**src/rtl/id_ex_stage_pkg.sv**
```systemverilog
// Shared types for the ID/EX pipeline register: ALU op classes, the bubble
// encoding and the packed control bundle carried from decode into execute.
package id_ex_stage_pkg;

    typedef enum logic [2:0] {
        R_TYPE = 3'd0,
        I_TYPE = 3'd1,
        LOAD   = 3'd2,
        STORE  = 3'd3,
        BRANCH = 3'd4,
        U_TYPE = 3'd5,
        JUMP   = 3'd6,
        NOP    = 3'd7
    } aluop_e;

    localparam aluop_e BUBBLE_ALUOP = NOP;

    typedef struct packed {
        aluop_e     aluop;
        logic [2:0] funct3;
        logic [6:0] funct7;
        logic [4:0] rs1;
        logic [4:0] rs2;
        logic [4:0] rd;
        logic       reg_write;
        logic       mem_read;
        logic       mem_write;
        logic       alu_src;
    } ex_ctrl_t;

    localparam ex_ctrl_t BUBBLE_CTRL = '{
        aluop:     BUBBLE_ALUOP,
        funct3:    3'd0,
        funct7:    7'd0,
        rs1:       5'd0,
        rs2:       5'd0,
        rd:        5'd0,
        reg_write: 1'b0,
        mem_read:  1'b0,
        mem_write: 1'b0,
        alu_src:   1'b0
    };

endpackage

```
**src/rtl/id_ex_stage_hazard.sv**
```systemverilog
// Load-use detector: a load sitting in EX whose destination is read by the
// instruction in ID forces a one-cycle stall, unless EX is being flushed.
module hazard_unit (
    input  logic       ex_valid,
    input  logic       ex_mem_read,
    input  logic [4:0] ex_rd,
    input  logic       id_valid,
    input  logic       id_uses_rs1,
    input  logic       id_uses_rs2,
    input  logic [4:0] id_rs1,
    input  logic [4:0] id_rs2,
    input  logic       ex_flush,
    output logic       hazard_stall
);

    logic ex_is_load;
    logic rs1_hit;
    logic rs2_hit;

    // x0 is hardwired to zero, so a load targeting it has no consumer to stall.
    assign ex_is_load   = ex_valid & ex_mem_read & (ex_rd != 5'd0);
    assign rs1_hit      = id_uses_rs1 & (id_rs1 == ex_rd);
    assign rs2_hit      = id_uses_rs2 & (id_rs2 == ex_rd);
    assign hazard_stall = ex_is_load & id_valid & (rs1_hit | rs2_hit) & ~ex_flush;

endmodule

```
**src/rtl/id_ex_stage.sv**
```systemverilog
// ID/EX pipeline register with load-use bubble insertion, flush handling and
// saturating bubble/flush performance counters.
module id_ex_stage
    import id_ex_stage_pkg::*;
#(
    parameter int XLEN  = 32,
    parameter int CNT_W = 16
) (
    input  logic             clk,
    input  logic             rst_n,
    input  logic             id_valid,
    input  logic [2:0]       id_aluop,
    input  logic [2:0]       id_funct3,
    input  logic [6:0]       id_funct7,
    input  logic [4:0]       id_rs1,
    input  logic [4:0]       id_rs2,
    input  logic [4:0]       id_rd,
    input  logic             id_uses_rs1,
    input  logic             id_uses_rs2,
    input  logic             id_reg_write,
    input  logic             id_mem_read,
    input  logic             id_mem_write,
    input  logic             id_alu_src,
    input  logic [XLEN-1:0]  id_rs1_data,
    input  logic [XLEN-1:0]  id_rs2_data,
    input  logic [XLEN-1:0]  id_imm,
    input  logic [XLEN-1:0]  id_pc,
    input  logic             ex_flush,
    output logic             ex_valid,
    output logic [2:0]       ex_aluop,
    output logic [2:0]       ex_funct3,
    output logic [6:0]       ex_funct7,
    output logic [4:0]       ex_rs1,
    output logic [4:0]       ex_rs2,
    output logic [4:0]       ex_rd,
    output logic             ex_reg_write,
    output logic             ex_mem_read,
    output logic             ex_mem_write,
    output logic             ex_alu_src,
    output logic [XLEN-1:0]  ex_rs1_data,
    output logic [XLEN-1:0]  ex_rs2_data,
    output logic [XLEN-1:0]  ex_imm,
    output logic [XLEN-1:0]  ex_pc,
    output logic             hazard_stall,
    output logic [CNT_W-1:0] bubble_cnt,
    output logic [CNT_W-1:0] flush_cnt
);

    ex_ctrl_t          ctrl_d, ctrl_q;
    logic              valid_d, valid_q;
    logic [XLEN-1:0]   rs1_data_d, rs1_data_q;
    logic [XLEN-1:0]   rs2_data_d, rs2_data_q;
    logic [XLEN-1:0]   imm_d, imm_q;
    logic [XLEN-1:0]   pc_d, pc_q;
    logic [CNT_W-1:0]  bubble_cnt_d, bubble_cnt_q;
    logic [CNT_W-1:0]  flush_cnt_d, flush_cnt_q;

    function automatic logic [CNT_W-1:0] sat_inc(input logic [CNT_W-1:0] v);
        return (&v) ? v : v + CNT_W'(1);
    endfunction

    hazard_unit u_hazard (
        .ex_valid     (valid_q),
        .ex_mem_read  (ctrl_q.mem_read),
        .ex_rd        (ctrl_q.rd),
        .id_valid     (id_valid),
        .id_uses_rs1  (id_uses_rs1),
        .id_uses_rs2  (id_uses_rs2),
        .id_rs1       (id_rs1),
        .id_rs2       (id_rs2),
        .ex_flush     (ex_flush),
        .hazard_stall (hazard_stall)
    );

    always_comb begin
        // NOTE: every signal gets a default first so no path leaves it unassigned (no latch).
        ctrl_d       = BUBBLE_CTRL;
        valid_d      = 1'b0;
        rs1_data_d   = '0;
        rs2_data_d   = '0;
        imm_d        = '0;
        pc_d         = '0;
        bubble_cnt_d = bubble_cnt_q;
        flush_cnt_d  = flush_cnt_q;

        // Flush outranks the stall; both load the bubble defaults above.
        if (ex_flush) begin
            flush_cnt_d = sat_inc(flush_cnt_q);
        end else if (hazard_stall) begin
            bubble_cnt_d = sat_inc(bubble_cnt_q);
        end else if (id_valid) begin
            valid_d          = 1'b1;
            ctrl_d.aluop     = aluop_e'(id_aluop);
            ctrl_d.funct3    = id_funct3;
            ctrl_d.funct7    = id_funct7;
            ctrl_d.rs1       = id_rs1;
            ctrl_d.rs2       = id_rs2;
            ctrl_d.rd        = id_rd;
            ctrl_d.reg_write = id_reg_write;
            ctrl_d.mem_read  = id_mem_read;
            ctrl_d.mem_write = id_mem_write;
            ctrl_d.alu_src   = id_alu_src;
            rs1_data_d       = id_rs1_data;
            rs2_data_d       = id_rs2_data;
            imm_d            = id_imm;
            pc_d             = id_pc;
        end
    end

    // NOTE: sequential state uses non-blocking assignments so all flops update together.
    always_ff @(posedge clk or negedge rst_n) begin
        if (!rst_n) begin
            ctrl_q       <= BUBBLE_CTRL;
            valid_q      <= 1'b0;
            rs1_data_q   <= '0;
            rs2_data_q   <= '0;
            imm_q        <= '0;
            pc_q         <= '0;
            bubble_cnt_q <= '0;
            flush_cnt_q  <= '0;
        end else begin
            ctrl_q       <= ctrl_d;
            valid_q      <= valid_d;
            rs1_data_q   <= rs1_data_d;
            rs2_data_q   <= rs2_data_d;
            imm_q        <= imm_d;
            pc_q         <= pc_d;
            bubble_cnt_q <= bubble_cnt_d;
            flush_cnt_q  <= flush_cnt_d;
        end
    end

    assign ex_valid     = valid_q;
    assign ex_aluop     = ctrl_q.aluop;
    assign ex_funct3    = ctrl_q.funct3;
    assign ex_funct7    = ctrl_q.funct7;
    assign ex_rs1       = ctrl_q.rs1;
    assign ex_rs2       = ctrl_q.rs2;
    assign ex_rd        = ctrl_q.rd;
    assign ex_reg_write = ctrl_q.reg_write;
    assign ex_mem_read  = ctrl_q.mem_read;
    assign ex_mem_write = ctrl_q.mem_write;
    assign ex_alu_src   = ctrl_q.alu_src;
    assign ex_rs1_data  = rs1_data_q;
    assign ex_rs2_data  = rs2_data_q;
    assign ex_imm       = imm_q;
    assign ex_pc        = pc_q;
    assign bubble_cnt   = bubble_cnt_q;
    assign flush_cnt    = flush_cnt_q;

endmodule

```
**config.mk**
```make
export PLATFORM = sky130hd
export DESIGN_NAME = id_ex_stage
export DESIGN_NICKNAME = d
export VERILOG_FILES = /design/src/rtl/id_ex_stage_pkg.sv /design/src/rtl/id_ex_stage_hazard.sv /design/src/rtl/id_ex_stage.sv
export SDC_FILE = /design/constraint.sdc
export NUM_CORES = 1
export LEC_CHECK = 0
export ABC_AREA = 1
export BUFFER_PORTS_ARGS = -buffer_cell sky130_fd_sc_hd__buf_2
export CORE_MARGIN = 3
export CORE_UTILIZATION = 42
export CTS_BUF_LIST = sky130_fd_sc_hd__clkbuf_4 sky130_fd_sc_hd__clkbuf_8 sky130_fd_sc_hd__clkbuf_16
export CTS_CLUSTER_SIZE = 10
export DETAILED_ROUTE_END_ITERATION = 8
export GPL_ROUTABILITY_DRIVEN = 0
export HOLD_SLACK_MARGIN = 0.08
export PLACE_DENSITY = 0.77
export SYNTH_ARGS = -nofsm -noshare
export SYNTH_HDL_FRONTEND = slang
export SYNTH_SLANG_ARGS = --single-unit
```
**constraint.sdc**
```tcl
create_clock -name clk -period 1.6 [get_ports clk]
set_clock_uncertainty 0.15 [all_clocks]
set_input_delay 0.16 -clock clk [delete_from_list [all_inputs] [get_ports clk]]
set_output_delay 0.16 -clock clk [all_outputs]
set_load 0.01 [all_outputs]
```
* After elaboration in Yosys (flattened, before gate mapping)
Index checks and enable logic that the tools add are counted.
** Word-level totals
- Register bits after elaboration :: 193
- Word-level logic and storage cells :: 55
** Operators by class
- Add/subtract/negate cells :: 2
- Equality and inequality tests :: 2
- Mux-type cells :: 18
- Bitwise gates (word level) :: 11
- Reduce and logical (&&, ||, !) cells :: 5
** Operators with widths (number)
- $mux W32 :: 15
- $add A16 B1 Y16 const B :: 2
- $reduce_and A16 Y1 :: 2
- $eq A5 B5 Y1 :: 2
- $and A1 B1 Y1 :: 7
- $reduce_bool A5 Y1 :: 1
- $mux W1 :: 3
- $not A1 Y1 :: 3
- $reduce_and A3 Y1 :: 1
- $reduce_and A2 Y1 :: 1
- $or A1 B1 Y1 :: 1

* Logic depth before layout (Yosys ltp)
Gate-level depths: netlist (run 1).
- Depth in word-level cells :: 7
- Gate-level depth with buffers :: 11

* Cells and area by module
From an unflattened synthesis (run 1), not the netlist that was laid out.
** Unflattened totals
- Cell total of the unflattened synthesis :: 839
- Area, all modules :: 7652.3 µm²
** By module, submodules not included
- id_ex_stage :: times used 1, cells an instance 781, area each 7417.1 µm², seq. area each 4833.4 µm²
- hazard_unit :: times used 1, cells an instance 58, area each 235.2 µm², seq. area each 0.0 µm²

* Worst setup path after synthesis (run 1)
No wires, ideal clock.
- Path kind :: flip-flop to flip-flop
- Start point :: reg flush_cnt_q[0], in the netlist flush_cnt[0]
- End point :: reg flush_cnt_q[4], in the netlist flush_cnt[4]
- Library setup time :: 0.128 ns
- Data arrival time :: 1.584 ns
- Setup slack :: -0.262 ns
- Cell stages (with the launch flop) :: 9
- Path through :: dfrtp_1 -> ha_1 -> nand3_1 -> nor3_1 -> nand3_1 -> nand2_1 -> buf_2 -> nor2_1 -> xor2_1
** On the way
- Longest elaborated chain between the ends :: 3
** Ends and longest elaborated chain
- from (decl) :: line id_ex_stage.sv:56 : logic [CNT_W-1:0] flush_cnt_d, flush_cnt_q;
- from (signal assigned) :: line id_ex_stage.sv:129 : flush_cnt_q <= flush_cnt_d;
- branches (longest 3 deep; another with $add A16 B1 Y16)
Parallel ways; which one is timed is not known.
A chain may end at the register's enable or synchronous reset.

* Final worst setup path (run 1)
- Start point :: reg ctrl_q, in the netlist ex_rd[2]
- End point :: out hazard_stall
** On the way
- Longest elaborated chain between the ends :: 5
** Ends and longest elaborated chain
- from (decl) :: line id_ex_stage.sv:49 : ex_ctrl_t ctrl_d, ctrl_q;
- from (signal assigned) :: line id_ex_stage.sv:122 : ctrl_q <= ctrl_d;
- $eq A5 B5 Y1, or another cell as far along :: line id_ex_stage_hazard.sv:22 : assign rs1_hit = id_uses_rs1 & (id_rs1 == ex_rd);
- $and A1 B1 Y1 (on tied branches) :: line id_ex_stage_hazard.sv:22, id_ex_stage_hazard.sv:21, id_ex_stage_hazard.sv:23
- $or A1 B1 Y1 or $and A1 B1 Y1 (tied branches) :: line id_ex_stage_hazard.sv:24 : assign hazard_stall = ex_is_load & id_valid & (rs1_hit | rs2_hit) & ~ex_flush;
- $and A1 B1 Y1 * (2 in a row) :: line id_ex_stage_hazard.sv:24
- to (decl) :: line id_ex_stage.sv:44 : output logic hazard_stall,
Every way passes the cells marked *; elsewhere a longest branch is shown, timed or not.

==> flow_summary.yaml, run 1 <==
detailed_routing:
  drt_pre_antenna_iters: 5
  dr.max_layer_used: "met4"
  ant_nets: 0
  route.met2.wl_mm: 18.0
  via_per_inst: 5.02
  wl_met3_mm: 3.85
  m1WireLength_mm: 11.6
  wl_per_cell_um: 21.2
  drc: 0
  drtIter0Drc: 500
  wl_mm: 35.6
  via_count: 8442
cells_and_area:
  final_nets: 1607
  fin_util_pct: 81.6
  layout_commonest_cell: "buf_2"
  stdcell_area_um2: 14100
  regArea_um2: 4840
  drive_gt1_share_pct: 49.1
  fillers: 853
  stdcell_count: 1683
  final_cell_mix: "buf_2, inv_1, dfrtp_1, dlygate4sd3_1, nor2_4"
  multi_input_area_um2: 2780
  synthToLayoutAreaGrowth_pct: 89.7
pwr:
  irDropWorstVdd_mv: 0.730
  finalPower_mw: 12.2
  sequentialPowerShare_pct: 43.5
  power_density_nw_per_um2: 866
  power.leakage_nw: 7.87
  p_switching_mw: 3.79
  clkPwrFrac_pct: 36.4
  pwr-share-comb_pct: 20.1
  switching_share_pct: 31.0
  p_int_mw: 8.43
hold_path:
  hp-class: "input pin to asynchronous set/reset pin"
die:
  core_area_um2: 17300
  die_h_um: 139
  start_util_pct: 43.0
  ios: 360
  die_x_um: 139
  rows: 48
  dieArea_um2: 19300
sta:
  final.setup.tns_ns: -48.31
  setup_ws_ns: -0.426
  tightest_slew_ns: 0.440
  max_freq_mhz: 494
  drv_slew: 0
  finalHoldWorstSlack_ns: 0.0999
  layout_min_cycle_time_ns: 2.03
  period_share_pct: 127
  rsz0062_at_grt: "yes"
  max_slew_margin_pct: 70.7
  hold_viol: 0
  setup_viol: 193
place:
  dp_cells: 1446
  place_ws_ns: -0.185
  place_hpwl_mm: 16.9
  portBuffers: 359
  place_area_um2: 10100
synth:
  yosys.area.top_type: "dfrtp_1"
  syn_inst: 811
  synthesis.area_um2: 7440
  synth.yosys.seq_area_share_pct: 65.0
  synth_area_leaders: "dfrtp_1, inv_1, nor2_1"
  avgSynthCellArea_um2: 9.17
  ys_ff_latch: 193
  ys_types: 25
  syn_nets: 979
  yosys_warnings: 0
  synth_top_area_share_pct: 63.9
critical_path:
  required_ns: 1.29
  rrSetupSlack_ns: -0.39
  worstPathArrival_ns: 1.72
  r2r-start: "ex_rd[2]"
  crit_type: "register to output pin"
  r2r_cells: 13
  crit_path_start_kind: "register"
  end_kind: "output pin"
  crit_start: "ex_rd[2]"
  rr_endpoint: "ex_rs1_data[31]"
  critPathMaxFanout: 4
status:
  violations: "setup timing"
  status: "finished, violations left"
clock_network:
  cts_tree: "yes"
  clk_pin_slew_worst_paths_ns: 0.08
  h-tree-depth: 4
  clk_latency_ns: 0.43
  clock_sinks: 193
  root_buffer: "clkbuf_16"
  clock_path_buffers: 2
  cts_buffers: 17
global_routing:
  grt_max_degree: 46
  grt_first_pass_wirelength_mm: 45.3
  antenna_found_initial: 6
  overflow: 0
  grt_pass1_vias: 8499
  grt_util_all_layers_pct: 30.0
flow_run:
  maxCapViolCount: 0
## power groups by stage
| stage | clock (mW) | sequential (mW) | combinational [mW] |
|---|---|---|---|
| detailed placement | 0 | 5.36 | 1.44 |
| finish | 4.44 | 5.32 | 2.46 |
| floorplan | 0 | 5.50 | 0.436 |
| CTS | 4.36 | 5.26 | 1.86 |
| global route | 4.65 | 5.33 | 2.59 |
| global placement | 0 | 5.35 | 1.41 |
## area by class of cell
class	count	share of cell area (%)
multi-input cells	389	19.7
clock inverters	15	1.29
diodes	6	0.106
flip-flops and latches	193	34.3
well taps	225	2.00
clock buffers	17	3.02
repair inverters	3	0.186
repair buffers	625	33.7
inverters	210	5.68
## critical path, cell delays in order (launching register included)
cell and delay (ns):
dfrtp_1 0.43, inv_2 0.07, buf_4 0.13, nand4_1 0.09, nand3_1 0.11, buf_4 0.17, a21oi_4 0.17, buf_6 0.13
## state kept, by name (all words and copies together), names as in the netlist, 5 cells and up
signal / cells
ex_imm: 32
ex_pc: 32
ex_rs1_data: 32
ex_rs2_data: 32
bubble_cnt: 16
flush_cnt: 16
ex_funct7: 7
ex_rd: 5
ex_rs1: 5
ex_rs2: 5
## cell usage after synthesis (all sizes together)
library cell and instances:
nand3 41, or2 3, nand4 5, xor2 8
o21bai 7, buf 20, nor2 191, o21ai 8
inv 210, a21oi 3, xnor2 4, ha 2
dfrtp 190, nand3b 1, dfstp 3, nor4 1
nor3 6, nand2 108
## worst max-delay path by stage
stage,endpoint,slack (ns),cells after the start
2_1_floorplan,ex_imm[10],-0.10,10
5_1_grt,hazard_stall,-0.48,8
6_report,hazard_stall,-0.43,7
3_3_place_gp,ex_rs2_data[28],-0.15,10
3_5_place_dp,ex_pc[13],-0.18,10
4_1_cts,hazard_stall,-0.43,8
## layer usage
metal | track usage (%) | up-vias
li1 | - | 3592
met1 | 32.2 | 4082
met2 | 53.8 | 595
met3 | 9.10 | 173
met4 | 14.3 | 0
met5 | 0 | -
## repair_timing
action | CTS | global route
setup buffers | 7 | 15
pin swaps | 4 | 27
hold buffers | 162 | 0
endpoints found under the setup margin | 185 | 191
resized for setup | 17 | 317
cloned | 5 | 12
hold endpoints to repair | 364 | 0
## cells by family after synthesis
kind of cell	share of synthesized area (%)
AO/OA/AOI/OAI	1.50
AND/OR/NAND/NOR	19.4
buffers and inverters	12.3
flip-flops	65.0
adder cells (fa/ha/maj)	0.336
XOR/XNOR	1.41
(Power assumes the default switching activity.)
==> run 2: changes to the inputs <==
ABC_AREA = not set   (was 1)
CORE_AREA = 3 3 139 141   (was not set)
CORE_MARGIN = not set   (was 3)
CORE_UTILIZATION = not set   (was 42)
DIE_AREA = 0 0 142 144   (was not set)
PLACE_DENSITY = 0.71   (was 0.77)
==> run 2 against run 1 <==
The run still ends with setup timing left. Fmax shrank 3.2%. Core utilization shrank 15 points. Critical endpoint is now ex_imm[10]. Count of clock-buffer cells in the layout rose by 2.
==> flow_summary.yaml, run 2 <==
detailed_routing:
  wl_mm: 23.8
  ant_nets: 0
  via_per_inst: 4.51
  wl_per_cell_um: 17.7
  via_count: 6068
  dr.max_layer_used: "met4"
  m1WireLength_mm: 8.56
  route.met2.wl_mm: 12.4
  drtIter0Drc: 193
  drt_pre_antenna_iters: 4
  wl_met3_mm: 1.90
  drc: 0
clock_network:
  h-tree-depth: 4
  cts_buffers: 17
  root_buffer: "clkbuf_16"
  clock_sinks: 193
  clk_pin_slew_worst_paths_ns: 0.08
  clk_latency_ns: 0.42
  cts_tree: "yes"
  clock_path_buffers: 2
pwr:
  finalPower_mw: 11.3
  power_density_nw_per_um2: 940
  power.leakage_nw: 6.47
  irDropWorstVdd_mv: 0.671
status:
  violations: "setup timing"
  status: "finished, violations left"
sta:
  setup_ws_ns: -0.494
  setup_viol: 186
  max_freq_mhz: 478
  period_share_pct: 131
  drv_slew: 0
  max_slew_margin_pct: 76.9
  tightest_slew_ns: 0.346
  layout_min_cycle_time_ns: 2.09
  hold_viol: 0
  finalHoldWorstSlack_ns: 0.119
  rsz0062_at_grt: "yes"
cells_and_area:
  final_cell_mix: "buf_2, dfrtp_1, dlygate4sd3_1, and2_1, buf_4"
  drive_gt1_share_pct: 46.8
  layout_commonest_cell: "buf_2"
  synthToLayoutAreaGrowth_pct: 76.2
  final_nets: 1266
place:
  portBuffers: 359
  place_hpwl_mm: 14.4
  place_ws_ns: -0.266
critical_path:
  worstPathArrival_ns: 2.27
  cp.depth: 9
  crit_type: "register to register"
  critPathTopFamily: "buffers and inverters"
  critPathMaxFanout: 40
  slowest_stage: "dfrtp_2"
  end_kind: "register"
  r2r_cells: 9
  required_ns: 1.78
  slowest_delay_ns: 0.43
  worstPathCellList: "buf_6, xnor2_1, nand2_1, o22ai_4, buf_4, a21oi_4, buf_12, bufbuf_16, and2_1"
  crit_path_start_kind: "register"
  path_buf_inv: 4
synth:
  avgSynthCellArea_um2: 13.7
  syn_nets: 667
  synth_area_leaders: "dfrtp_1, and2_1, xnor2_1"
  synth_common_cells: "dfrtp_1, and2_1, xnor2_1, nand4_1, nand2_1"
  synth_enable_flop_cells: 0
  synthArstFlopShare_pct: 100
  ys_ff_latch: 193
  ys_types: 31
  synthesis.area_um2: 6820
  yosysMostFrequentCell: "dfrtp_1"
  synth.yosys.seq_area_share_pct: 70.8
  yosys_warnings: 0
  yosys.area.top_type: "dfrtp_1"
  synthFlopType: "dfrtp_1"
  syn_inst: 499
  synth_top_area_share_pct: 69.7
die:
  ios: 360
  die_x_um: 142
  core_area_um2: 18100
  start_util_pct: 37.7
  die_h_um: 144
  dieArea_um2: 20400
  rows: 49
global_routing:
  grt_util_all_layers_pct: 22.8
  grt_max_degree: 55
  grt_first_pass_wirelength_mm: 35.9
  antenna_found_initial: 1
  grt_pass1_vias: 6755
  overflow: 0
hold_path:
  hold_depth: 5
  hp-class: "input pin to register"
flow_run:
  maxCapViolCount: 0
==> run 2: changes by cell type in the layout (fill, tap and decap cells not counted), sizes merged, moves of 9 or more <==
| cell | previous run | this run |
|---|---|---|
| and3 | 0 | 9 |
| buf | 455 | 433 |
| xnor2 | 4 | 33 |
| nand3 | 41 | 11 |
| nand4 | 5 | 19 |
| nor2 | 191 | 11 |
| nand2 | 109 | 13 |
| inv | 219 | 10 |
| and2 | 0 | 159 |
==> run 2: per-layer routing <==
| metal | vias up | GRT usage [%] |
|---|---|---|
| met5 | - | 0 |
| met4 | 0 | 10.5 |
| met3 | 62 | 7.54 |
| met2 | 269 | 39.1 |
| met1 | 2935 | 25.9 |
| li1 | 2802 | - |
==> run 2: what timing repair did <==
action / CTS / global route
gates resized for setup: 20 / 13
pin swaps: 17 / 16
hold buffers: 162 / 0
buffers inserted: 8 / 3
setup endpoints to repair: 191 / 227
gates cloned: 3 / 1
endpoints found under the hold margin: 353 / 0
==> run 2: layout make-up <==
type                    instances  area [µm²]
inverters                       2        7.51
repair buffers                598        4200
flip-flops and latches        193        4850
well taps                     229         287
multi-input cells             286        2080
clock buffers                  19         447
fillers                      1211        6060
clock inverters                13         140
diodes                          4        10.0
==> run 2: worst paths after layout <==
kind / from / end / slack (ns)
min reg2reg: flush_cnt[15] / flush_cnt[15] / 0.41
max reg2reg: ex_rd[1] / ex_imm[10] / -0.49
min in group asynchronous: rst_n / bubble_cnt[10] / 0.61
max: ex_rd[1] / ex_imm[10] / -0.49
min: ex_flush / flush_cnt[0] / 0.12
max in group asynchronous: rst_n / flush_cnt[1] / 0.09
==> run 2: worst reg2reg max path, stage by stage (launching register included) <==
cell	delay, ns
dfrtp_2	0.43
buf_6	0.13
xnor2_1	0.16
nand2_1	0.11
o22ai_4	0.17
buf_4	0.16
a21oi_4	0.06
buf_12	0.14
bufbuf_16	0.31
and2_1	0.18
==> run 2: report_power, final <==
part / internal (mW) / switching (mW) / total (mW)
Combinational: 0.994 / 0.796 / 1.79
Sequential: 5.13 / 0.147 / 5.27
Clock: 2.27 / 1.97 / 4.24
Total: 8.39 / 2.91 / 11.3
==> run 2: metrics by stage <==
stage                     std cells  area [µm²]  util (%)  setup TNS [ns]
after floorplan                 499        7020         -          -30.87
after detailed placement       1131        9440      52.2          -42.34
final                          1344       12000      66.5          -67.01
after CTS                      1336       11900      65.8          -66.69
after global routing           1340       12000      66.4          -86.51
after global placement         1131        9440      52.2          -36.42
==> run 2: cell families after synthesis <==
family          synth area share, %
fa+ha+maj                     0.367
flops                          70.8
buf+inv                        1.41
mux                           0.550
simple gates                   20.8
compound gates                 1.14
xor+xnor                       4.88
==> run 3: changes to the inputs <==
CORE_AREA = 2 2 141 143   (was 3 3 139 141)
DIE_AREA = 0 0 143 145   (was 0 0 142 144)
PLACE_DENSITY = 0.66   (was 0.71)
SLEW_MARGIN = 0   (was not set)
clock period = 2.6 ns   (was 1.6 ns; I/O delays follow)
==> run 3 against run 2 <==
The run now ends clean. Largest power group unchanged. Wire length decreased by 15%. Register-to-register slack improved by 0.95 ns. Final cell count decreased by 2.5%. Critical endpoint is now hazard_stall. Largest cell class unchanged. Sequential share of layout area increased by 2.9 points. Setup slack improved by 0.64 ns. Power decreased by 41%.
==> flow_summary.yaml, run 3 (synthesis gave the netlist of run 2 again) <==
hold_path:
  min_from: "id_valid"
  hp-class: "input pin to register"
  min_to: "ex_rd[2]"
  hold_depth: 4
die:
  die_x_um: 143
  dieArea_um2: 20700
  ios: 360
  die_h_um: 145
  start_util_pct: 35.5
  rows: 51
  core_area_um2: 19200
cells_and_area:
  final_cell_mix: "buf_2, dfrtp_1, dlygate4sd3_1, and2_1, xnor2_1"
  fillers: 1537
  drive_gt1_share_pct: 39.5
  final_nets: 1198
  layout_commonest_cell: "buf_2"
  stdcell_area_um2: 11200
  synthToLayoutAreaGrowth_pct: 63.9
clock_network:
  root_buffer: "clkbuf_16"
  cts_tree: "yes"
  h-tree-depth: 4
  post_cts_buffers: 0
  cts_buffers: 17
  clock_path_buffers: 2
  clock_sinks: 193
  clk_pin_slew_worst_paths_ns: 0.08
  clk_latency_ns: 0.42
critical_path:
  worstPathArrival_ns: 2.04
  crit_path_start_kind: "input pin"
  crit_type: "input pin to output pin"
  rrSetupSlack_ns: 0.46
  r2r_cells: 6
  end_kind: "output pin"
  rr_endpoint: "ex_rs1_data[11]"
  required_ns: 2.19
  r2r-start: "ex_rd[1]"
  critPathMaxFanout: 16
sta:
  max_slew_margin_pct: 62.7
  drv_slew: 0
  period_share_pct: 94.3
  tightest_slew_ns: 0.559
  setup_ws_ns: 0.148
  max_freq_mhz: 408
  setup_viol: 0
  hold_viol: 0
  rsz0062_at_grt: "no"
  finalHoldWorstSlack_ns: 0.163
  layout_min_cycle_time_ns: 2.45
  final.setup.tns_ns: 0
detailed_routing:
  via_per_inst: 4.30
  drt_pre_antenna_iters: 4
  wl_mm: 20.3
  via_count: 5638
  ant_nets: 0
  drtIter0Drc: 209
  wl_per_cell_um: 15.5
  drc: 0
pwr:
  power.leakage_nw: 5.99
  power_density_nw_per_um2: 596
  irDropWorstVdd_mv: 0.446
global_routing:
  grt_max_degree: 72
  overflow: 0
  grt_pass1_vias: 6137
  antenna_found_initial: 2
  grt_first_pass_wirelength_mm: 31.6
  grt_util_all_layers_pct: 19.7
place:
  portBuffers: 359
  place_hpwl_mm: 13.4
  place_ws_ns: 0.470
  place_area_um2: 8980
status:
  status: "complete, no violations"
flow_run:
  maxCapViolCount: 0
[run 3: worst max path at each step]
stage	from	end	slack (ns)	cells past startpoint
2_1_floorplan	bubble_cnt[0]	bubble_cnt[1]	0.64	6
3_3_place_gp	ex_rd[1]	ex_pc[26]	0.53	6
3_5_place_dp	ex_rd[1]	ex_rs2_data[22]	0.47	6
4_1_cts	id_rs1[1]	hazard_stall	0.13	8
5_1_grt	id_rs1[1]	hazard_stall	0.06	8
6_report	id_rs1[1]	hazard_stall	0.15	8
[run 3: routing by layer]
layer | GRT usage (%) | vias up | wire, µm
met5 | 0 | - | 0
met2 | 33.8 | 247 | 10400
met1 | 22.0 | 2701 | 7630
met3 | 7.46 | 36 | 1750
met4 | 7.82 | 0 | 481
li1 | - | 2654 | -
[run 3: final cells by class]
class | count | area (µm²) | share of cell area [%]
diodes | 3 | 7.51 | 0.0671
clock buffers | 18 | 433 | 3.87
clock inverters | 14 | 143 | 1.28
inverters | 2 | 7.51 | 0.0671
multi-input cells | 286 | 1890 | 16.9
flip-flops and latches | 193 | 4830 | 43.2
well taps | 265 | 332 | 2.97
repair buffers | 530 | 3530 | 31.6
[run 3: timing repair]
| item | CTS | global route |
|---|---|---|
| endpoints found under the hold margin | 220 | 0 |
| resized for setup | 0 | 0 |
| hold buffers | 162 | 0 |
| endpoints found under the setup margin | 0 | 0 |
[run 3: critical path: stages]
cell and delay, ns:
dlygate4sd3_1 0.54, buf_2 0.14, xnor2_1 0.14, nand4_1 0.16, o22ai_4 0.24, buf_4 0.24
and2_1 0.18, buf_2 0.14
[run 3: where the power goes]
group,internal [mW],switching (mW)
clock network,1.29,1.25
logic,0.472,0.397
registers,3.15,0.104
total,4.91,1.75
[run 3: stage by stage]
step	util [%]	total power, mW	cells
2_1_floorplan	-	3.57	499
6_report	58.2	6.66	1311
3_5_place_dp	46.7	3.98	1114
3_3_place_gp	46.7	3.96	1114
4_1_cts	58.2	6.73	1308
5_1_grt	58.2	6.97	1310
